$ cat src/rtl/alu_seq_if.sv
// Request/result bundle between a control FSM and the alu_seq datapath.
interface alu_seq_if #(
  parameter int unsigned WIDTH = 8
);
  logic             start;
  logic [2:0]       op;
  logic [WIDTH-1:0] a;
  logic [WIDTH-1:0] b;
  logic             busy;
  logic             done;
  logic [WIDTH-1:0] f;
  logic [WIDTH-1:0] f_hi;
  logic             carry;
  logic             zero;
  logic             ovf;
  logic             err;

  modport master (
    output start, op, a, b,
    input  busy, done, f, f_hi, carry, zero, ovf, err
  );

  modport slave (
    input  start, op, a, b,
    output busy, done, f, f_hi, carry, zero, ovf, err
  );
endinterface

$ cat src/rtl/alu_seq.sv
// Registered ALU with flags and a one-cycle done pulse.
// Define ALU_SEQ_MUL_EN to build the multi-cycle shift-add multiplier for op 111.
module alu_seq #(
  parameter int unsigned WIDTH = 8
) (
  input logic       clk,
  input logic       rst,
  alu_seq_if.slave  bus
);
  localparam int unsigned SW = $clog2(WIDTH);

  localparam logic [1:0] S_IDLE = 2'd0;
  localparam logic [1:0] S_DONE = 2'd2;
`ifdef ALU_SEQ_MUL_EN
  localparam logic [1:0] S_MUL  = 2'd1;
`endif

  localparam logic [2:0] OP_ADD = 3'b000;
  localparam logic [2:0] OP_SUB = 3'b001;
  localparam logic [2:0] OP_AND = 3'b010;
  localparam logic [2:0] OP_OR  = 3'b011;
  localparam logic [2:0] OP_XOR = 3'b100;
  localparam logic [2:0] OP_SHL = 3'b101;
  localparam logic [2:0] OP_SHR = 3'b110;
  localparam logic [2:0] OP_MUL = 3'b111;

  logic [1:0]       state;
  logic [WIDTH-1:0] a_q, b_q;
  logic [2:0]       op_q;
  logic             done_q, busy_q;
  logic [WIDTH-1:0] f_q, f_hi_q;
  logic             carry_q, zero_q, ovf_q, err_q;

  logic [WIDTH:0]   sum, diff;
  logic [SW-1:0]    shamt;
  logic [WIDTH-1:0] res_lo, res_hi;
  logic             res_c, res_v, res_z, res_e;

  assign sum   = {1'b0, a_q} + {1'b0, b_q};
  assign diff  = {1'b0, a_q} - {1'b0, b_q};
  assign shamt = b_q[SW-1:0];

`ifdef ALU_SEQ_MUL_EN
  logic [2*WIDTH-1:0] acc;
  logic [SW-1:0]      cnt;
  logic [WIDTH:0]     acc_sum;
  logic [2*WIDTH-1:0] acc_next;

  // Multiplier occupies the low half of acc and is consumed from bit 0 as the
  // partial product shifts in from the top, carry bit included.
  assign acc_sum  = {1'b0, acc[2*WIDTH-1:WIDTH]} + {1'b0, a_q};
  assign acc_next = acc[0] ? {acc_sum, acc[WIDTH-1:1]} : {1'b0, acc[2*WIDTH-1:1]};
`endif

  always_comb begin
    res_lo = '0;
    res_hi = '0;
    res_c  = 1'b0;
    res_v  = 1'b0;
    res_e  = 1'b0;
    case (op_q)
      OP_ADD: begin
        res_lo = sum[WIDTH-1:0];
        res_c  = sum[WIDTH];
        res_v  = (a_q[WIDTH-1] == b_q[WIDTH-1]) && (sum[WIDTH-1] != a_q[WIDTH-1]);
      end
      OP_SUB: begin
        res_lo = diff[WIDTH-1:0];
        res_c  = diff[WIDTH];
        res_v  = (a_q[WIDTH-1] != b_q[WIDTH-1]) && (diff[WIDTH-1] != a_q[WIDTH-1]);
      end
      OP_AND: res_lo = a_q & b_q;
      OP_OR:  res_lo = a_q | b_q;
      OP_XOR: res_lo = a_q ^ b_q;
      OP_SHL: res_lo = a_q << shamt;
      OP_SHR: res_lo = a_q >> shamt;
      OP_MUL: begin
`ifdef ALU_SEQ_MUL_EN
        res_lo = acc[WIDTH-1:0];
        res_hi = acc[2*WIDTH-1:WIDTH];
`else
        res_e  = 1'b1;
`endif
      end
      default: res_e = 1'b1;
    endcase
    res_z = ({res_hi, res_lo} == '0);
  end

  // Results register on leaving DONE so f and flags change in the done cycle.
  always_ff @(posedge clk) begin
    if (rst) begin
      state   <= S_IDLE;
      a_q     <= '0;
      b_q     <= '0;
      op_q    <= '0;
      done_q  <= 1'b0;
      busy_q  <= 1'b0;
      f_q     <= '0;
      f_hi_q  <= '0;
      carry_q <= 1'b0;
      zero_q  <= 1'b0;
      ovf_q   <= 1'b0;
      err_q   <= 1'b0;
`ifdef ALU_SEQ_MUL_EN
      acc     <= '0;
      cnt     <= '0;
`endif
    end else begin
      done_q <= (state == S_DONE);
`ifdef ALU_SEQ_MUL_EN
      busy_q <= (state == S_MUL);
`else
      busy_q <= 1'b0;
`endif
      case (state)
        S_IDLE: begin
          if (bus.start) begin
            a_q   <= bus.a;
            b_q   <= bus.b;
            op_q  <= bus.op;
            state <= S_DONE;
`ifdef ALU_SEQ_MUL_EN
            if (bus.op == OP_MUL) begin
              acc   <= {{WIDTH{1'b0}}, bus.b};
              cnt   <= '0;
              state <= S_MUL;
            end
`endif
          end
        end
`ifdef ALU_SEQ_MUL_EN
        S_MUL: begin
          acc <= acc_next;
          cnt <= cnt + 1'b1;
          if (cnt == SW'(WIDTH - 1)) state <= S_DONE;
        end
`endif
        S_DONE: begin
          f_q     <= res_lo;
          f_hi_q  <= res_hi;
          carry_q <= res_c;
          zero_q  <= res_z;
          ovf_q   <= res_v;
          err_q   <= res_e;
          state   <= S_IDLE;
        end
        default: state <= S_IDLE;
      endcase
    end
  end

  assign bus.busy  = busy_q;
  assign bus.done  = done_q;
  assign bus.f     = f_q;
  assign bus.f_hi  = f_hi_q;
  assign bus.carry = carry_q;
  assign bus.zero  = zero_q;
  assign bus.ovf   = ovf_q;
  assign bus.err   = err_q;
endmodule
$ cat src/flat_wrapper.sv
// flat-port wrapper written by rule: the top's interface ports become plain ports
module alu_seq_flat 
#(
  parameter int unsigned WIDTH = 8
)
  (clk, rst, bus_start, bus_op, bus_a, bus_b, bus_busy, bus_done, bus_f, bus_f_hi, bus_carry, bus_zero, bus_ovf, bus_err);
  alu_seq_if #(.WIDTH(WIDTH)) bus_i ();
  input logic clk;
  input logic rst;
  input wire logic [$bits(bus_i.start)-1:0] bus_start;
  input wire logic [$bits(bus_i.op)-1:0] bus_op;
  input wire logic [$bits(bus_i.a)-1:0] bus_a;
  input wire logic [$bits(bus_i.b)-1:0] bus_b;
  output wire logic [$bits(bus_i.busy)-1:0] bus_busy;
  output wire logic [$bits(bus_i.done)-1:0] bus_done;
  output wire logic [$bits(bus_i.f)-1:0] bus_f;
  output wire logic [$bits(bus_i.f_hi)-1:0] bus_f_hi;
  output wire logic [$bits(bus_i.carry)-1:0] bus_carry;
  output wire logic [$bits(bus_i.zero)-1:0] bus_zero;
  output wire logic [$bits(bus_i.ovf)-1:0] bus_ovf;
  output wire logic [$bits(bus_i.err)-1:0] bus_err;
  assign bus_i.start = bus_start;
  assign bus_i.op = bus_op;
  assign bus_i.a = bus_a;
  assign bus_i.b = bus_b;
  assign bus_busy = bus_i.busy;
  assign bus_done = bus_i.done;
  assign bus_f = bus_i.f;
  assign bus_f_hi = bus_i.f_hi;
  assign bus_carry = bus_i.carry;
  assign bus_zero = bus_i.zero;
  assign bus_ovf = bus_i.ovf;
  assign bus_err = bus_i.err;
  alu_seq #(.WIDTH(WIDTH)) u_core (.clk(clk), .rst(rst), .bus(bus_i));
endmodule
$ cat config.mk
export PLATFORM = sky130hd
export DESIGN_NAME = alu_seq_flat
export DESIGN_NICKNAME = d
export VERILOG_FILES = /design/src/rtl/alu_seq_if.sv /design/src/rtl/alu_seq.sv /design/src/flat_wrapper.sv
export SDC_FILE = /design/constraint.sdc
export NUM_CORES = 1
export LEC_CHECK = 0
export CAP_MARGIN = 40
export CORE_MARGIN = 2
export CORE_UTILIZATION = 57
export CTS_BUF_LIST = sky130_fd_sc_hd__clkbuf_8
export CTS_CLUSTER_DIAMETER = 50
export DETAILED_ROUTE_END_ITERATION = 8
export GPL_TIMING_DRIVEN = 1
export PLACE_DENSITY_LB_ADDON = 0.3
export SLEW_MARGIN = 5
export SYNTH_ARGS = -nofsm -noshare
export SYNTH_HDL_FRONTEND = slang
export SYNTH_SLANG_ARGS = --single-unit
$ cat constraint.sdc
create_clock -name clk -period 2.9 [get_ports clk]
set_input_delay 0.435 -clock clk [delete_from_list [all_inputs] [get_ports clk]]
set_output_delay 0.435 -clock clk [all_outputs]
set_load 0.01 [all_outputs]
[Word-level counts from Yosys, hierarchy flattened]
Cells that the tools add are included.
W data, S select, Z words.
Operators by class
  add/sub/neg operators: 2
  equal/unequal tests: 11
  shift-type cells: 2
  multiplexer cells: 4
  bitwise operators: 4
  reduce and logical (&&, ||, !) cells: 7
Operators with widths (count)
  $pmux W8 S7: 1
  $eq A3 B3 Y1 const B: 4
  $add A8 B8 Y9: 1
  $sub A8 B8 Y9: 1
  $and A8 B8 Y8: 1
  $logic_not A8 Y1: 1
  $or A8 B8 Y8: 1
  $shl A8 B3 Y8: 1
  $shr A8 B3 Y8: 1
  $xor A8 B8 Y8: 1
  $eq A3 B2 Y1 const B: 2
  $pmux W1 S2: 2
  $eq A3 B1 Y1 const B: 1
  $logic_not A3 Y1: 1
  $ne A1 B1 Y1: 3
  $logic_and A1 B1 Y1: 2
  $logic_not A2 Y1: 1
  $reduce_and A2 Y1: 1
  $reduce_or A2 Y1: 1
  $eq A1 B1 Y1: 1
  $mux W1: 1
  $not A1 Y1: 1
Storage, ports and cells
  bits in registers: 33
  input port bits: 22
  output and inout bits: 22
  logic and storage cells: 40

[Depth between registers and ports, before layout]
Gate-level depths: netlist (run 1).
  depth after elaboration: 4
  mapped depth: 11
  gate-level depth less buffers: 10

[Worst setup path before layout (run 1)]
No wires, ideal clock.
  path type: reg2reg
  start: register u_core.a_q[0]
  end: register u_core.zero_q, in the netlist u_core.bus.zero
  library setup time: 69 ps
  arrival time: 2389 ps
  data required time: 2831 ps
  setup slack: 442 ps
  cell stages (with the launch flop): 11
  buffers on the path: 0
  clock period less this slack: 2458 ps
  path through: dfxtp_1 inv_1 ha_1 fa_1 or2_1 a221oi_2 mux2i_1 mux2i_1 a211oi_1 o2111ai_1 o21ai_1
Between the ends
  cells in the longest elaborated chain, start to end: 3
  elaborated cells between the ends (all ways): 9
  those cells by class: add/sub (2); shift (2); mux (1); bitwise (3); reduce/logical (1)
Ends and longest elaborated chain
  start: declaration: RTL line alu_seq.sv:28  | logic [WIDTH-1:0] a_q, b_q;
  start signal: assignment: RTL line alu_seq.sv:119  | a_q <= bus.a;
  $sub A8 B8 Y9 (tied with other cells): RTL line alu_seq.sv:40  | assign diff = {1'b0, a_q} - {1'b0, b_q};
  $pmux W8 S7 *: RTL line alu_seq.sv:61  | case (op_q)
  $logic_not A8 Y1 *: RTL line alu_seq.sv:87  | res_z = ({res_hi, res_lo} == '0);
  end signal: assignment: RTL line alu_seq.sv:143  | zero_q <= res_z;
  end: declaration: RTL line alu_seq.sv:32  | logic carry_q, zero_q, ovf_q, err_q;
Every way passes the cells marked *; elsewhere a longest branch is shown, timed or not.
A chain may end at the register's enable or synchronous reset.

[Final worst setup path (run 1)]
Same ends and word-level chain as after synthesis.

==> run summary, run 1 <==
CRITICAL PATH
------------------------------------------------------------------------------------------
Worst EP required                                                                  3.13 ns
Endpoint kind of the worst setup timing path                                          flop
Register-to-Register Setup Slack                                                   0.19 ns
Critical path arrival                                                              2.94 ns
Type of element launching the critical path                                           flop
Critical-path maximum fanout                                                             7
Worst setup path category                                                     flop to flop

CTS
------------------------------------------------------------------------------------------
Clock edge transition at the registers on the reported setup and hold paths        0.07 ns
CTS Hold Bufs                                                                            0
Number of H-tree levels                                                                  2
Clock latency on the worst-skew pair                                               0.29 ns
Postcts setup bufs                                                                       0
Maximum number of buffers from clock root to sink                                        2
TritonCTS Buffers                                                                        5
Master cell of the clock root buffer                                          sky130_fd_sc_hd__clkbuf_8
Total number of clock tree sinks                                                        33
CTS tree                                                                               yes

LOGIC SYNTHESIS
------------------------------------------------------------------------------------------
Dominant synthesized flop cell                                                sky130_fd_sc_hd__dfxtp_1
Warnings, synthesis                                                                      0
Synth unique cells                                                                      61
Synthesized instance count                                                             389
Syn avg cell area                                                                 7.72 µm²
Sequential fraction of the synthesis area                                            0.220
Synth async-reset ratio                                                                  0
Netlist area before placement                                                     3000 µm²
Number of storage elements in the synthesis netlist                                     33
Number of enable flip-flop cells after synthesis                                         0

POWER
------------------------------------------------------------------------------------------
Share of total power in the clock network                                            0.326
LEAKAGE                                                                         0.00141 µW
Switching pwr                                                                       436 µW
Worst-case vdd ir drop                                                          0.000312 V
Switching share of power                                                             0.317
Reg power frac                                                                       0.368
Part of the power in combinational logic                                             0.306
Power Dens Cells                                                                394 nW/µm²
Int Power                                                                           942 µW

FLOORPLANNING
------------------------------------------------------------------------------------------
Number of standard-cell rows in the floorplan                                           26
Die X                                                                              76.6 µm
Die extent in y                                                                    76.6 µm
Core area                                                                         5110 µm²
I/O pin total                                                                           44
Starting Density                                                                     0.588
Die Outline Area                                                                  5860 µm²

GLOBAL ROUTE
------------------------------------------------------------------------------------------
GRT Overall Usage                                                                    0.273
Total grt overflow                                                                       0
Via count of the first global-routing pass                                           2,640
Number of antenna violations at the first check in global routing                        0
Maximum number of pins on one net before global-route repair                            28
Wire length of the first global-routing pass                                     12,900 µm

DETAILED ROUTING
------------------------------------------------------------------------------------------
DRT iter0 DRCs                                                                         339
Total wirelength of the detailed-routed design                                     7730 µm
Routed wirelength normalized by instance count                                     15.9 µm
Total vias in the final route                                                        2,943
DR DRC count                                                                             0
Ratio of routed vias to standard cells                                                6.04
Residual antenna-violating net count after detailed routing                              0
Number of iterations in the first detailed-routing pass                                  5

FLOW RUN
------------------------------------------------------------------------------------------
Max-cap violations                                                                       0

FINAL LAYOUT
------------------------------------------------------------------------------------------
Area Growth Syn to Fin                                                               16.7%
Most frequent standard cell in the layout excluding fill and tap cells        sky130_fd_sc_hd__nand2_1
Most used cells in the layout excluding fill and tap cells                    sky130_fd_sc_hd__nand2_1 (65), sky130_fd_sc_hd__a21oi_1 (35), sky130_fd_sc_hd__clkdlybuf4s50_1 (34)
Fraction of layout cells with a size suffix above 1                                 0.0863
Total inserted antenna cells                                                             0
Final net count                                                                        466

TIMING
------------------------------------------------------------------------------------------
Post-layout min period                                                             2.71 ns
Finish-stage setup viols                                                                 0
Slew @ Worst Pin                                                                  0.785 ns
Setup TNS                                                                             0 ns
Highest attainable clock frequency                                                 370 MHz
Number of slew-limit violations in the final report                                      0
Max Clock Skew                                                                  0.00742 ns
Post-layout worst setup margin                                                    0.194 ns
Fraction of the cycle the final worst path needs                                     0.933
Total count of hold-check failures in the final report                                   0
Unrepaired setup endpoints after global routing                                         no
Worst slew slack as a fraction of its limit                                          0.475

PLACED DESIGN
------------------------------------------------------------------------------------------
Worst slack after detailed placement                                              0.158 ns
Gp weighted congestion                                                               0.974
Post-DP HPWL                                                                       5820 µm
Port bufs                                                                               34

WORST HOLD PATH
------------------------------------------------------------------------------------------
Path category of the worst min-delay check                                    flop to flop

OUTCOME
------------------------------------------------------------------------------------------
Status                                                                        finished clean

## worst max-delay path, cell delays in order (launching register included)
cell,delay [ns]
sky130_fd_sc_hd__dfxtp_1,0.44
sky130_fd_sc_hd__inv_1,0.12
sky130_fd_sc_hd__ha_1,0.22
sky130_fd_sc_hd__fa_1,0.43
sky130_fd_sc_hd__or2_1,0.24
sky130_fd_sc_hd__a221oi_2,0.29
sky130_fd_sc_hd__mux2i_1,0.23
sky130_fd_sc_hd__mux2i_1,0.11
sky130_fd_sc_hd__a211oi_2,0.27
sky130_fd_sc_hd__o2111ai_1,0.15
sky130_fd_sc_hd__o21ai_1,0.13
## Yosys cell counts (2+ instances only)
| master | number | area share |
|---|---|---|
| sky130_fd_sc_hd__nand2_1 | 65 | 0.081 |
| sky130_fd_sc_hd__a21oi_1 | 35 | 0.058 |
| sky130_fd_sc_hd__dfxtp_1 | 33 | 0.22 |
| sky130_fd_sc_hd__ha_1 | 26 | 0.11 |
| sky130_fd_sc_hd__inv_1 | 26 | 0.033 |
| sky130_fd_sc_hd__nor2_1 | 26 | 0.033 |
| sky130_fd_sc_hd__clkbuf_1 | 15 | 0.019 |
| sky130_fd_sc_hd__mux2i_1 | 15 | 0.050 |
| sky130_fd_sc_hd__buf_2 | 12 | 0.020 |
| sky130_fd_sc_hd__nor2b_1 | 12 | 0.025 |
| sky130_fd_sc_hd__buf_4 | 10 | 0.025 |
| sky130_fd_sc_hd__o21ai_0 | 9 | 0.015 |
| sky130_fd_sc_hd__a211oi_1 | 7 | 0.018 |
| sky130_fd_sc_hd__mux4_2 | 6 | 0.045 |
| sky130_fd_sc_hd__nor3_1 | 6 | 0.010 |
| sky130_fd_sc_hd__nand3_1 | 5 | 0.0083 |
| sky130_fd_sc_hd__nand3b_1 | 5 | 0.013 |
| sky130_fd_sc_hd__a31oi_1 | 4 | 0.0083 |
| sky130_fd_sc_hd__o2111ai_1 | 4 | 0.012 |
| sky130_fd_sc_hd__o211ai_1 | 4 | 0.010 |
| sky130_fd_sc_hd__nand2b_1 | 3 | 0.0063 |
| sky130_fd_sc_hd__nand4_1 | 3 | 0.0063 |
| sky130_fd_sc_hd__nor3b_1 | 3 | 0.0075 |
| sky130_fd_sc_hd__o21bai_1 | 3 | 0.0075 |
| sky130_fd_sc_hd__o31ai_1 | 3 | 0.0075 |
| sky130_fd_sc_hd__a21o_1 | 2 | 0.0050 |
| sky130_fd_sc_hd__a221oi_1 | 2 | 0.0058 |
| sky130_fd_sc_hd__a222oi_1 | 2 | 0.0067 |
| sky130_fd_sc_hd__a22oi_1 | 2 | 0.0050 |
| sky130_fd_sc_hd__a32oi_1 | 2 | 0.0058 |
| sky130_fd_sc_hd__and3_1 | 2 | 0.0042 |
| sky130_fd_sc_hd__fa_1 | 2 | 0.013 |
| sky130_fd_sc_hd__mux4_1 | 2 | 0.018 |
| sky130_fd_sc_hd__o2111a_1 | 2 | 0.0075 |
| sky130_fd_sc_hd__o21ai_1 | 2 | 0.0033 |
| sky130_fd_sc_hd__o311ai_1 | 2 | 0.0058 |
| sky130_fd_sc_hd__or2_1 | 2 | 0.0042 |
| sky130_fd_sc_hd__xnor2_1 | 2 | 0.0058 |
## routing by layer
layer | global-route usage | wire, µm
met3 | 0.0604 | 602
met1 | 0.382 | 3480
met4 | 0.111 | 206
met2 | 0.408 | 3440
met5 | 0 | 0
## repair_timing
item	in CTS	in global routing
endpoints found under the hold margin	0	0
gates resized for setup	0	1
setup endpoints to repair	0	1
## layout make-up
class | instances | area, µm²
flip-flops and latches | 33 | 661
repair buffers | 51 | 468
inverters | 28 | 105
well taps | 70 | 87.6
clock inverters | 2 | 33.8
fillers | 418 | 1610
multi-input cells | 297 | 2060
clock buffers | 6 | 82.6
## state kept, by name, indices dropped and copies added (netlist names)
name,count
u_core.bus.f,8
u_core.bus.err,1
u_core.op_q,3
u_core.b_q,8
u_core.bus.zero,1
u_core.bus.ovf,1
u_core.state,1
u_core.a_q,8
u_core.bus.carry,1
u_core.bus.done,1
## per-stage QoR
stage / instance area, µm² / std cells / hold slack, ns / utilization / power, µW
2_1_floorplan: 3030 / 397 / 0.454 / - / 806
5_1_grt: 3500 / 487 / 0.481 / 0.686 / 1450
6_report: 3500 / 487 / 0.469 / 0.686 / 1380
3_3_place_gp: 3380 / 479 / 0.444 / 0.662 / 918
4_1_cts: 3500 / 487 / 0.470 / 0.685 / 1370
3_5_place_dp: 3380 / 479 / 0.460 / 0.662 / 926
## worst paths after layout
path	startpoint	end	cells after the start
max reg2reg	u_core.a_q[0]$_SDFFE_PP0P_	u_core.bus.zero$_SDFFE_PP0P_	10
max	u_core.a_q[0]$_SDFFE_PP0P_	u_core.bus.zero$_SDFFE_PP0P_	10
min	u_core.bus.err$_SDFFE_PP0P_	u_core.bus.err$_SDFFE_PP0P_	2
min reg2reg	u_core.bus.err$_SDFFE_PP0P_	u_core.bus.err$_SDFFE_PP0P_	2
## power groups by stage
stage          clock network, µW  registers, µW  logic (µW)
6_report                     449            507         422
5_1_grt                      475            509         461
4_1_cts                      454            506         412
3_5_place_dp                   0            516         411
3_3_place_gp                   0            514         404
2_1_floorplan                  0            512         294
## kinds of logic after synthesis
group | count (synthesis) | synth area share
mux | 23 | 0.113
fa+ha+maj | 28 | 0.122
buf+inv | 67 | 0.104
other cells | 1 | 0.00125
compound gates | 95 | 0.213
flops | 33 | 0.220
simple gates | 139 | 0.218
xor+xnor | 3 | 0.00876
No activity file was read; power rests on OpenSTA's default activity.
==> run 2, diff against run 1 <==
- CORE_MARGIN: 2 -> 8
==> run summary, run 2 (same netlist as run 1, synthesis figures left out) <==
CRITICAL PATH
------------------------------------------------------------------------------------------
Critical-path maximum fanout                                                             7   unchanged
Cell repeated most along the worst path                                       sky130_fd_sc_hd__mux2i_1
Type of element launching the critical path                                           flop
Worst EP required                                                                  3.12 ns   about the same
Critical path arrival                                                              2.89 ns   -0.05 ns
List of cells traversed by the critical path                                  inv_1 -> ha_1 -> fa_1 -> or2_1 -> a221oi_2 -> mux2i_1 -> mux2i_1 -> a211oi_2 -> o2111ai_1 -> o21ai_1
Endpoint kind of the worst setup timing path                                          flop
Worst setup path category                                                     flop to flop
Register-to-Register Setup Slack                                                   0.23 ns   +0.04 ns
Crit path largest cell delay                                                       0.44 ns   about the same
Worst-path cell with the longest stage delay                                  sky130_fd_sc_hd__dfxtp_1

PLACED DESIGN
------------------------------------------------------------------------------------------
Gp weighted congestion                                                                1.05   +7.5%
Post-DP HPWL                                                                       6070 µm   +4.4%
Placed inst area                                                                  3360 µm²   -0.67%
Worst slack after detailed placement                                              0.179 ns   +0.0205 ns
Port bufs                                                                               34   unchanged

GLOBAL ROUTE
------------------------------------------------------------------------------------------
Total grt overflow                                                                       0   unchanged
GRT Overall Usage                                                                    0.216   -0.0567
Maximum number of pins on one net before global-route repair                            27   -3.6%
Wire length of the first global-routing pass                                     13,300 µm   +2.9%
Number of antenna violations at the first check in global routing                        0   unchanged
Via count of the first global-routing pass                                           2,700   +2.3%

TIMING
------------------------------------------------------------------------------------------
Worst slew slack as a fraction of its limit                                          0.484   +0.00943
Fraction of the cycle the final worst path needs                                     0.921   -0.0121
Post-layout min period                                                             2.67 ns   -0.0352 ns
Slew @ Worst Pin                                                                  0.771 ns   -0.0141 ns
Max Clock Skew                                                                   0.0108 ns   +0.00337 ns
Unrepaired setup endpoints after global routing                                         no
Setup TNS                                                                             0 ns   unchanged
Post-layout worst setup margin                                                    0.229 ns   +0.0352 ns
Number of slew-limit violations in the final report                                      0   unchanged
Highest attainable clock frequency                                                 374 MHz   +1.3%
Finish-stage setup viols                                                                 0   unchanged
Total count of hold-check failures in the final report                                   0   unchanged

FINAL LAYOUT
------------------------------------------------------------------------------------------
Most frequent standard cell in the layout excluding fill and tap cells        sky130_fd_sc_hd__nand2_1
Fraction of layout cells with a size suffix above 1                                 0.0797   -0.00662
Final net count                                                                        463   -0.64%
Area Growth Syn to Fin                                                               14.8%
Total inserted antenna cells                                                             0   unchanged
Final core utilization                                                               0.675   -0.0110
Most used cells in the layout excluding fill and tap cells                    sky130_fd_sc_hd__nand2_1 (65), sky130_fd_sc_hd__a21oi_1 (35), sky130_fd_sc_hd__clkdlybuf4s50_1 (34)
Area of all placed cells without fillers                                          3450 µm²   -1.6%

CTS
------------------------------------------------------------------------------------------
CTS tree                                                                               yes
Total number of clock tree sinks                                                        33   unchanged
Clock edge transition at the registers on the reported setup and hold paths        0.07 ns   about the same
Master cell of the clock root buffer                                          sky130_fd_sc_hd__clkbuf_8
Maximum number of buffers from clock root to sink                                        2   unchanged
TritonCTS Buffers                                                                        5   unchanged
Postcts setup bufs                                                                       0   unchanged
CTS Hold Bufs                                                                            0   unchanged
Number of H-tree levels                                                                  2   unchanged
Clock latency on the worst-skew pair                                               0.28 ns   about the same

DETAILED ROUTING
------------------------------------------------------------------------------------------
Number of iterations in the first detailed-routing pass                                  6   +1
Residual antenna-violating net count after detailed routing                              0   unchanged
Ratio of routed vias to standard cells                                                6.01   -0.47%
Routed wirelength normalized by instance count                                     16.6 µm   +4.4%
DR DRC count                                                                             0   unchanged
DRT iter0 DRCs                                                                         344   +1.5%
Total vias in the final route                                                        2,911   -1.1%
Total wirelength of the detailed-routed design                                     8020 µm   +3.7%

POWER
------------------------------------------------------------------------------------------
Switching share of power                                                             0.343   +0.0261
Part of the power in combinational logic                                             0.331   +0.025
Share of total power in the clock network                                            0.263   -0.063
Reg power frac                                                                       0.406   +0.038
Worst-case vdd ir drop                                                          0.000323 V   +3.4%
Total design power                                                                 1260 µW   -8.8%
Switching pwr                                                                       431 µW   -1.3%
Int Power                                                                           826 µW   -12%
Power Dens Cells                                                                365 nW/µm²   -7.3%
LEAKAGE                                                                         0.00138 µW   -2.0%

FLOORPLANNING
------------------------------------------------------------------------------------------
Die extent in y                                                                    88.6 µm   +16%
Die Outline Area                                                                  7840 µm²   +34%
Number of standard-cell rows in the floorplan                                           26   unchanged
Starting Density                                                                     0.588   unchanged
Die X                                                                              88.6 µm   +16%
I/O pin total                                                                           44   unchanged
Core area                                                                         5110 µm²   unchanged

WORST HOLD PATH
------------------------------------------------------------------------------------------
Path category of the worst min-delay check                                    flop to flop

FLOW RUN
------------------------------------------------------------------------------------------
Max-cap violations                                                                       0   unchanged

OUTCOME
------------------------------------------------------------------------------------------
Status                                                                        finished clean

run 2: worst max-delay path: cells and delay by family, from the launching register on:
family	cells	cell delay (ns)
multiplexers	2	0.33
AO/OA/AOI/OAI	4	0.83
adder cells (fa/ha/maj)	2	0.66
buffers and inverters	1	0.12
AND/OR/NAND/NOR	1	0.24
flip-flops	1	0.44
run 2: layout make-up:
class | instances | area [µm²]
inverters | 28 | 105
clock buffers | 5 | 68.8
repair buffers | 48 | 445
multi-input cells | 297 | 2060
flip-flops and latches | 33 | 661
well taps | 70 | 87.6
fillers | 447 | 1660
clock inverters | 3 | 13.8
run 2: routing by layer:
metal	track usage	up-vias	wire, µm
li1	-	1395	-
met1	0.291	1316	3470
met2	0.325	172	3610
met3	0.0418	28	632
met4	0.0968	0	309
met5	0	-	0
run 2: what timing repair did:
action | CTS | global route
setup endpoints to repair | 0 | 1
resized for setup | 0 | 1
endpoints found under the hold margin | 0 | 0
run 2: per-stage QoR:
| stage | hold WS (ns) | instances |
|---|---|---|
| detailed placement | 0.450 | 476 |
| floorplan | 0.454 | 397 |
| finish | 0.457 | 484 |
| CTS | 0.460 | 484 |
| global placement | 0.442 | 476 |
| global route | 0.485 | 484 |
run 2: power groups by stage:
| stage | logic (µW) | registers [µW] | clock network [µW] |
|---|---|---|---|
| detailed placement | 405 | 519 | 0 |
| floorplan | 294 | 512 | 0 |
| global route | 457 | 514 | 358 |
| global placement | 397 | 517 | 0 |
| CTS | 408 | 509 | 331 |
| finish | 416 | 510 | 330 |
run 2: path summary, 6_finish.rpt:
kind / startpoint / end / depth (start not counted)
worst max-delay path: u_core.a_q[0]$_SDFFE_PP0P_ / u_core.bus.zero$_SDFFE_PP0P_ / 10
worst min-delay path: u_core.bus.err$_SDFFE_PP0P_ / u_core.bus.err$_SDFFE_PP0P_ / 2
worst max register to register: u_core.a_q[0]$_SDFFE_PP0P_ / u_core.bus.zero$_SDFFE_PP0P_ / 10
worst min register to register: u_core.bus.err$_SDFFE_PP0P_ / u_core.bus.err$_SDFFE_PP0P_ / 2
